`config.mk`:
```
export PLATFORM = sky130hd
export DESIGN_NAME = sigma_delta_dac_mc_flat
export DESIGN_NICKNAME = d
export VERILOG_FILES = /design/src/rtl/sigma_delta_dac_mc_if.sv /design/src/rtl/sigma_delta_dac_mc.sv /design/src/flat_wrapper.sv
export SDC_FILE = /design/constraint.sdc
export NUM_CORES = 1
export LEC_CHECK = 0
export ABC_AREA = 1
export CORE_MARGIN = 4
export CORE_UTILIZATION = 54
export CTS_CLUSTER_DIAMETER = 120
export CTS_CLUSTER_SIZE = 40
export DETAILED_ROUTE_END_ITERATION = 7
export GPL_TIMING_DRIVEN = 0
export PLACE_DENSITY = 0.8
export SETUP_SLACK_MARGIN = 0.5
export SYNTH_ARGS = -nofsm -noshare
export SYNTH_HDL_FRONTEND = slang
export SYNTH_SLANG_ARGS = --single-unit
export TNS_END_PERCENT = 100
```
`constraint.sdc`:
```
create_clock -name CLK -period 1.8 [get_ports CLK]
set_input_delay 0.18 -clock CLK [delete_from_list [all_inputs] [get_ports CLK]]
set_output_delay 0.18 -clock CLK [all_outputs]
set_load 0.1 [all_outputs]
```
`src/rtl/sigma_delta_dac_mc_if.sv`:
```
// Frame push / sample-rate / status bundle between an audio front-end and the
// multi-channel sigma-delta DAC.
interface sigma_delta_dac_mc_if #(
    parameter int MSBI  = 7,
    parameter int NCH   = 2,
    parameter int DEPTH = 4
);
    localparam int N  = MSBI + 1;
    localparam int LW = $clog2(DEPTH) + 1;

    logic                CEN;
    logic [NCH*N-1:0]    IN_DATA;
    logic                IN_VALID;
    logic                IN_READY;
    logic                UPDATE;
    logic                UNDERRUN;
    logic                UNDERRUN_CLR;
    logic [LW-1:0]       FIFO_LEVEL;
    logic [NCH-1:0]      DACout;

    modport master (
        output CEN, IN_DATA, IN_VALID, UPDATE, UNDERRUN_CLR,
        input  IN_READY, UNDERRUN, FIFO_LEVEL, DACout
    );

    modport slave (
        input  CEN, IN_DATA, IN_VALID, UPDATE, UNDERRUN_CLR,
        output IN_READY, UNDERRUN, FIFO_LEVEL, DACout
    );
endinterface

```
`src/rtl/sigma_delta_dac_mc.sv`:
```
// Multi-channel 1st/2nd-order sigma-delta DAC fed by a small frame FIFO that is
// drained one frame per sample-rate UPDATE strobe.
module sigma_delta_dac_mc #(
    parameter int MSBI      = 7,
    parameter int NCH       = 2,
    parameter int ORDER     = 1,
    parameter int SIGNED_IN = 0,
    parameter int DEPTH     = 4
) (
    input logic                  CLK,
    input logic                  RESET_N,
    sigma_delta_dac_mc_if.slave  bus
);
    localparam int N  = MSBI + 1;
    localparam int AW = $clog2(DEPTH);
    localparam int LW = AW + 1;
    localparam int IW = N + 4;
    localparam int SW = N + 6;

    localparam logic signed [SW-1:0] IMAX = SW'((1 <<< (IW - 1)) - 1);
    localparam logic signed [SW-1:0] IMIN = SW'(-(1 <<< (IW - 1)));
    localparam logic signed [SW-1:0] FS   = SW'(1 <<< N);

    function automatic logic [N-1:0] to_offset(input logic [N-1:0] d);
        to_offset = (SIGNED_IN != 0) ? {~d[N-1], d[N-2:0]} : d;
    endfunction

    function automatic logic signed [IW-1:0] sat(input logic signed [SW-1:0] v);
        if (v > IMAX)      sat = IMAX[IW-1:0];
        else if (v < IMIN) sat = IMIN[IW-1:0];
        else               sat = v[IW-1:0];
    endfunction

    logic [NCH*N-1:0] mem_q [DEPTH];
    logic [AW-1:0]    wr_ptr_q, rd_ptr_q;
    logic [LW-1:0]    level_q, level_d;
    logic             ready_q;
    logic             underrun_q, underrun_d;
    logic             push, pop;
    logic [N-1:0]     act_q [NCH];
    logic [NCH-1:0]   dac_q, dac_d;

    // Stage: frame FIFO and sample-rate load (independent of CEN)
    assign push = bus.IN_VALID & ready_q;
    assign pop  = bus.UPDATE & (level_q != '0);

    always_comb begin
        level_d = level_q;
        if (push && !pop)      level_d = level_q + 1'b1;
        else if (pop && !push) level_d = level_q - 1'b1;
    end

    always_comb begin
        underrun_d = underrun_q;
        if (bus.UNDERRUN_CLR)                 underrun_d = 1'b0;
        if (bus.UPDATE && (level_q == '0))    underrun_d = 1'b1;
    end

    always_ff @(posedge CLK) begin
        if (push) mem_q[wr_ptr_q] <= bus.IN_DATA;
    end

    always_ff @(posedge CLK or negedge RESET_N) begin
        if (!RESET_N) begin
            wr_ptr_q   <= '0;
            rd_ptr_q   <= '0;
            level_q    <= '0;
            ready_q    <= 1'b0;
            underrun_q <= 1'b0;
            for (int k = 0; k < NCH; k++) act_q[k] <= {1'b1, {MSBI{1'b0}}};
        end else begin
            level_q    <= level_d;
            ready_q    <= (level_d != LW'(DEPTH));
            underrun_q <= underrun_d;
            if (push) wr_ptr_q <= wr_ptr_q + 1'b1;
            if (pop) begin
                rd_ptr_q <= rd_ptr_q + 1'b1;
                for (int k = 0; k < NCH; k++)
                    act_q[k] <= to_offset(mem_q[rd_ptr_q][k*N +: N]);
            end
        end
    end

    // Stage: per-channel modulator (advances only on CEN)
    for (genvar k = 0; k < NCH; k++) begin : g_ch
        if (ORDER == 2) begin : g_o2
            logic signed [IW-1:0] i1_q, i2_q, i1_d, i2_d;
            logic signed [SW-1:0] x_s, fb_s;

            always_comb begin
                x_s  = $signed({{(SW-N){1'b0}}, act_q[k]});
                fb_s = dac_q[k] ? FS : '0;
                i1_d = sat(SW'(i1_q) + x_s - fb_s);
                i2_d = sat(SW'(i2_q) + SW'(i1_d) - fb_s);
            end

            always_ff @(posedge CLK or negedge RESET_N) begin
                if (!RESET_N) begin
                    i1_q <= '0;
                    i2_q <= '0;
                end else if (bus.CEN) begin
                    i1_q <= i1_d;
                    i2_q <= i2_d;
                end
            end

            assign dac_d[k] = ~i2_d[IW-1];
        end else begin : g_o1
            // Legacy latch arithmetic: the top bit of L is both output and feedback.
            logic [N+1:0] l_q, sigma;

            always_comb begin
                sigma = {2'b00, act_q[k]} + {l_q[N+1], l_q[N+1], {N{1'b0}}} + l_q;
            end

            always_ff @(posedge CLK or negedge RESET_N) begin
                if (!RESET_N)     l_q <= '0;
                else if (bus.CEN) l_q <= sigma;
            end

            assign dac_d[k] = l_q[N+1];
        end
    end

    always_ff @(posedge CLK or negedge RESET_N) begin
        if (!RESET_N)     dac_q <= '0;
        else if (bus.CEN) dac_q <= dac_d;
    end

    assign bus.IN_READY   = ready_q;
    assign bus.UNDERRUN   = underrun_q;
    assign bus.FIFO_LEVEL = level_q;
    assign bus.DACout     = dac_q;
endmodule
```
`src/flat_wrapper.sv`:
```
// flat-port wrapper written by rule: the top's interface ports become plain ports
module sigma_delta_dac_mc_flat 
#(
    parameter int MSBI      = 7,
    parameter int NCH       = 2,
    parameter int ORDER     = 1,
    parameter int SIGNED_IN = 0,
    parameter int DEPTH     = 4
)
  (CLK, RESET_N, bus_CEN, bus_IN_DATA, bus_IN_VALID, bus_UPDATE, bus_UNDERRUN_CLR, bus_IN_READY, bus_UNDERRUN, bus_FIFO_LEVEL, bus_DACout);
  sigma_delta_dac_mc_if #(.MSBI(MSBI), .NCH(NCH), .DEPTH(DEPTH)) bus_i ();
  input logic CLK;
  input logic RESET_N;
  input wire logic [$bits(bus_i.CEN)-1:0] bus_CEN;
  input wire logic [$bits(bus_i.IN_DATA)-1:0] bus_IN_DATA;
  input wire logic [$bits(bus_i.IN_VALID)-1:0] bus_IN_VALID;
  input wire logic [$bits(bus_i.UPDATE)-1:0] bus_UPDATE;
  input wire logic [$bits(bus_i.UNDERRUN_CLR)-1:0] bus_UNDERRUN_CLR;
  output wire logic [$bits(bus_i.IN_READY)-1:0] bus_IN_READY;
  output wire logic [$bits(bus_i.UNDERRUN)-1:0] bus_UNDERRUN;
  output wire logic [$bits(bus_i.FIFO_LEVEL)-1:0] bus_FIFO_LEVEL;
  output wire logic [$bits(bus_i.DACout)-1:0] bus_DACout;
  assign bus_i.CEN = bus_CEN;
  assign bus_i.IN_DATA = bus_IN_DATA;
  assign bus_i.IN_VALID = bus_IN_VALID;
  assign bus_i.UPDATE = bus_UPDATE;
  assign bus_i.UNDERRUN_CLR = bus_UNDERRUN_CLR;
  assign bus_IN_READY = bus_i.IN_READY;
  assign bus_UNDERRUN = bus_i.UNDERRUN;
  assign bus_FIFO_LEVEL = bus_i.FIFO_LEVEL;
  assign bus_DACout = bus_i.DACout;
  sigma_delta_dac_mc #(.MSBI(MSBI), .NCH(NCH), .ORDER(ORDER), .SIGNED_IN(SIGNED_IN), .DEPTH(DEPTH)) u_core (.CLK(CLK), .RESET_N(RESET_N), .bus(bus_i));
endmodule
```
==> reports/results.tsv <==
stage	metric	value	unit
die	# rows	35	
worst_setup_path	kind of start point of the critical path	flip-flop	
worst_setup_path	largest fanout on the critical path	3	
cts	clock network latency to the later pin of the worst-skew pair	0.41	ns
cts	maximum level of the CTS H-tree	3	
power_and_ir_drop	Design Power	14.9	mW
die	effective utilization at floorplan	55.8	%
worst_setup_path	Critical Path End Type	flip-flop	
yosys	Synth area leader	sky130_fd_sc_hd__edfxtp_1	
cells_and_area	fin nets	654	
cells_and_area	cell area after layout	7140	sq um
yosys	number of enable-type register cells in the synthesized netlist	64	
cells_and_area	fraction of layout cells with a size suffix above 1	34.1	%
yosys	most frequent cells after synthesis	108 x sky130_fd_sc_hd__nand2_1, 92 x sky130_fd_sc_hd__nor2_1, 64 x sky130_fd_sc_hd__edfxtp_1	
timing	final hold vios	0	
placement	GP Congestion	0.840	
cells_and_area	Synth-to-Final Area Change	37.2	%
min_path	kind of path behind the tightest hold check	input pin to flip-flop	
timing	worst slew margin relative to its limit	71.9	%
cts	clock tree from TritonCTS	done	
run	reported max-cap violation count	0	
yosys	number of warnings printed during yosys synthesis	0	
placement	Placement Cell Area	5790	sq um
grt	global-route total usage across every layer	22.3	%
power_and_ir_drop	leakage power total	2.94	nW
detailed_routing	highest layer used for signal routing	met4	
timing	final critical-path share of the clock period	95.7	%
cells_and_area	Sequential cell area	3120	sq um
grt	pin count of the biggest net entering global routing	34	
yosys	Cells after Synth	520	
die	area of the die	11300	sq um
detailed_routing	final routed wirelength across all metal layers	14700	microns
yosys	most repeated cell in the gate-level netlist after synthesis	sky130_fd_sc_hd__nand2_1	
grt	via count of the first global-routing pass	4107	
detailed_routing	via count	4174	
yosys	share of flip-flops with an asynchronous set or reset after synthesis	42.3	%
placement	buffers added on ports	27	
worst_setup_path	critical path class	flip-flop to flip-flop	
yosys	Unique masters post-synth	30	
detailed_routing	via density per instance	5.65	
detailed_routing	detailed-route wire length per cell	19.8	microns
timing	least setup slack across all paths after layout	0.0769	ns
cells_and_area	area of combinational cells with multiple inputs	2420	sq um
die	die boundary height	106	microns
yosys	post-synthesis area per instance	10.0	sq um
worst_setup_path	Arr. time, crit path	2.03	ns
power_and_ir_drop	total power density per cell area	2090	nW/um^2
timing	Tightest Pin Transition	0.419	ns
yosys	post-synthesis sequential area ratio	59.6	%
outcome	status	complete, no violations	
detailed_routing	iteration-0 DRC count of the detailed router	296	
yosys	Post-synth top flop	sky130_fd_sc_hd__edfxtp_1	
timing	Final Max Tran Viols	0	
timing	highest clock rate	580	MHz
grt	overflow left after global routing	0	
power_and_ir_drop	IR drop worst, VDD	0.982	mV
cells_and_area	final-layout fill cell count	544	
placement	pre-CTS worst setup slack	0.0468	ns
timing	Final setup violation count	0	
die	Die Wd	106	microns
grt	first-pass GRT wire length	19600	microns
yosys	Net Count, Synth	569	
die	core region area	9330	sq um
yosys	largest cells by area after synthesis	sky130_fd_sc_hd__edfxtp_1 37%, sky130_fd_sc_hd__dfrtp_1 22%, sky130_fd_sc_hd__nand2_1 7.8%, sky130_fd_sc_hd__nor2_1 6.6%, sky130_fd_sc_hd__ha_1 6.0%	
yosys	total standard cell area after synthesis	5200	sq um
yosys	share of the synthesized area in the top cell type	36.9	%
detailed_routing	number of DRC violations after detailed routing	0	
cells_and_area	final instance count without filler cells	739	
timing	final setup skew	0.0200	ns
cts	count of clock tree sinks	111	
detailed_routing	DR pass1 iterations	6	
cts	maximum clock path buffer count	2	
die	number of top-level pins	29	
worst_setup_path	worst endpoint required time	2.10	ns
placement	# placed instances	677	
detailed_routing	number of nets with antenna violations after routing	0	
cts	total CTS buffers	9	
detailed_routing	met1 wire length	5520	microns
timing	time the worst path needs with I/O delays and setup	1.72	ns
detailed_routing	routed wl met2	7580	microns
cts	CTS clk-pin slew, worst paths	0.12	ns
grt	initial antenna violation count	0	
detailed_routing	total length of routed met3 wires	973	microns
timing	RSZ-0062 raised after global routing	true	
yosys	post-synthesis sequential element count	111	
placement	dpl hpwl	7150	microns
cells_and_area	antenna diode count	0	
cts	clk root buf	sky130_fd_sc_hd__clkbuf_8	
## layout make-up
type / instances / area share (%)
clock inverters: 7 / 1.31
plain buffers: 17 / 2.23
repair buffers: 73 / 11.9
multi-input cells: 342 / 33.8
inverters: 50 / 2.91
repair inverters: 1 / 0.158
flip-flops and latches: 111 / 43.7
well taps: 129 / 2.26
clock buffers: 9 / 1.74
## state kept, by name (all words and copies together) (netlist names)
signal                 flops
u_core.bus.DACout          2
u_core.g_ch.g_o1.l_q      20
u_core.rd_ptr_q            2
u_core.act_q              16
u_core.wr_ptr_q            2
u_core.bus.IN_READY        1
u_core.bus.UNDERRUN        1
u_core.mem_q              64
u_core.bus.FIFO_LEVEL      3
## worst max-delay path, stage by stage (launching register included)
cell and delay, ns:
sky130_fd_sc_hd__dfrtp_1 0.39, sky130_fd_sc_hd__ha_2 0.20, sky130_fd_sc_hd__inv_2 0.04, sky130_fd_sc_hd__fa_2 0.36, sky130_fd_sc_hd__inv_2 0.11, sky130_fd_sc_hd__nand2_4 0.07, sky130_fd_sc_hd__nand2_4 0.08, sky130_fd_sc_hd__nand3b_1 0.11
sky130_fd_sc_hd__nand2_1 0.10, sky130_fd_sc_hd__nand2_1 0.06, sky130_fd_sc_hd__nand3_1 0.06, sky130_fd_sc_hd__nand2_1 0.05
## what timing repair did
action | 4_1_cts | 5_1_grt
hold endpoints to repair | 14 | 0
setup endpoints to repair | 106 | 91
hold buffers | 1 | 0
gates cloned | 4 | 2
pin swaps | 32 | 29
buffers inserted | 25 | 14
gates resized for setup | 96 | 92
## per-layer routing
metal | vias up | track usage [%]
met5 | - | 0
met4 | 0 | 9.34
met3 | 47 | 3.76
met2 | 199 | 40.9
met1 | 2034 | 25.5
li1 | 1894 | -
## per-stage QoR
step	TNS, ns	hold slack, ns	util (%)
6_report	0	0.140	76.5
5_1_grt	0	0.137	76.5
4_1_cts	0	0.137	70.6
3_5_place_dp	0	0.127	62.1
3_3_place_gp	-40.14	0.454	61.9
2_1_floorplan	0	-0.116	-
## logic make-up (layout without fill, tap and decap cells)
kind of cell | Yosys count | after routing | synth area share (%)
AO/OA/AOI/OAI | 70 | 70 | 7.21
XOR/XNOR | 4 | 4 | 0.673
adder cells (fa/ha/maj) | 27 | 27 | 6.78
buffers and inverters | 67 | 157 | 6.56
flip-flops | 111 | 111 | 59.6
AND/OR/NAND/NOR | 241 | 241 | 19.2
## report_power, final
part           leakage [nW]  internal [mW]  total (mW)  switching, mW
Clock                 0.107          0.570        1.61           1.04
Combinational          1.70           3.85        9.03           5.19
Sequential             1.13           3.62        4.26          0.639
## worst paths after layout
check,start,endpoint,slack [ns],cells after the start
max,u_core.g_ch[1].g_o1.l_q[0],u_core.g_ch[1].g_o1.l_q[6],0.08,11
min,bus_CEN,u_core.g_ch[0].g_o1.l_q[8],0.14,3
max reg2reg,u_core.g_ch[1].g_o1.l_q[0],u_core.g_ch[1].g_o1.l_q[6],0.08,11
min reg2reg,u_core.bus.DACout[0],u_core.bus.DACout[0],0.49,2
max in group asynchronous,RESET_N,u_core.act_q[7],0.99,3
min in group asynchronous,RESET_N,u_core.g_ch[0].g_o1.l_q[4],0.23,2
## cell usage in the layout (no fill, tap or decap), types with 5 or more instances in the layout
master / synthesis / layout
sky130_fd_sc_hd__a31oi_4: 0 / 8
sky130_fd_sc_hd__nand2_4: 3 / 9
sky130_fd_sc_hd__dfrtp_2: 0 / 5
sky130_fd_sc_hd__buf_2: 6 / 7
sky130_fd_sc_hd__nor2_2: 1 / 6
sky130_fd_sc_hd__clkdlybuf4s50_1: 0 / 19
sky130_fd_sc_hd__nor2_1: 92 / 71
sky130_fd_sc_hd__edfxtp_1: 64 / 64
sky130_fd_sc_hd__nand3_2: 1 / 6
sky130_fd_sc_hd__inv_2: 3 / 11
sky130_fd_sc_hd__nand3_1: 27 / 20
sky130_fd_sc_hd__nand3b_1: 5 / 5
sky130_fd_sc_hd__o21ai_1: 20 / 26
sky130_fd_sc_hd__buf_6: 9 / 17
sky130_fd_sc_hd__ha_1: 25 / 10
sky130_fd_sc_hd__o21ai_0: 23 / 13
sky130_fd_sc_hd__buf_8: 0 / 5
sky130_fd_sc_hd__inv_1: 44 / 33
sky130_fd_sc_hd__ha_4: 0 / 13
sky130_fd_sc_hd__a31oi_1: 14 / 5
sky130_fd_sc_hd__buf_4: 1 / 26
sky130_fd_sc_hd__inv_4: 2 / 5
sky130_fd_sc_hd__nand2_1: 108 / 85
sky130_fd_sc_hd__clkbuf_8: 0 / 9
sky130_fd_sc_hd__a21oi_2: 0 / 5
sky130_fd_sc_hd__dfrtp_1: 45 / 37
sky130_fd_sc_hd__buf_12: 0 / 10
sky130_fd_sc_hd__nor2_4: 0 / 16
sky130_fd_sc_hd__nand2_2: 1 / 15
(Power assumes the default switching activity.)
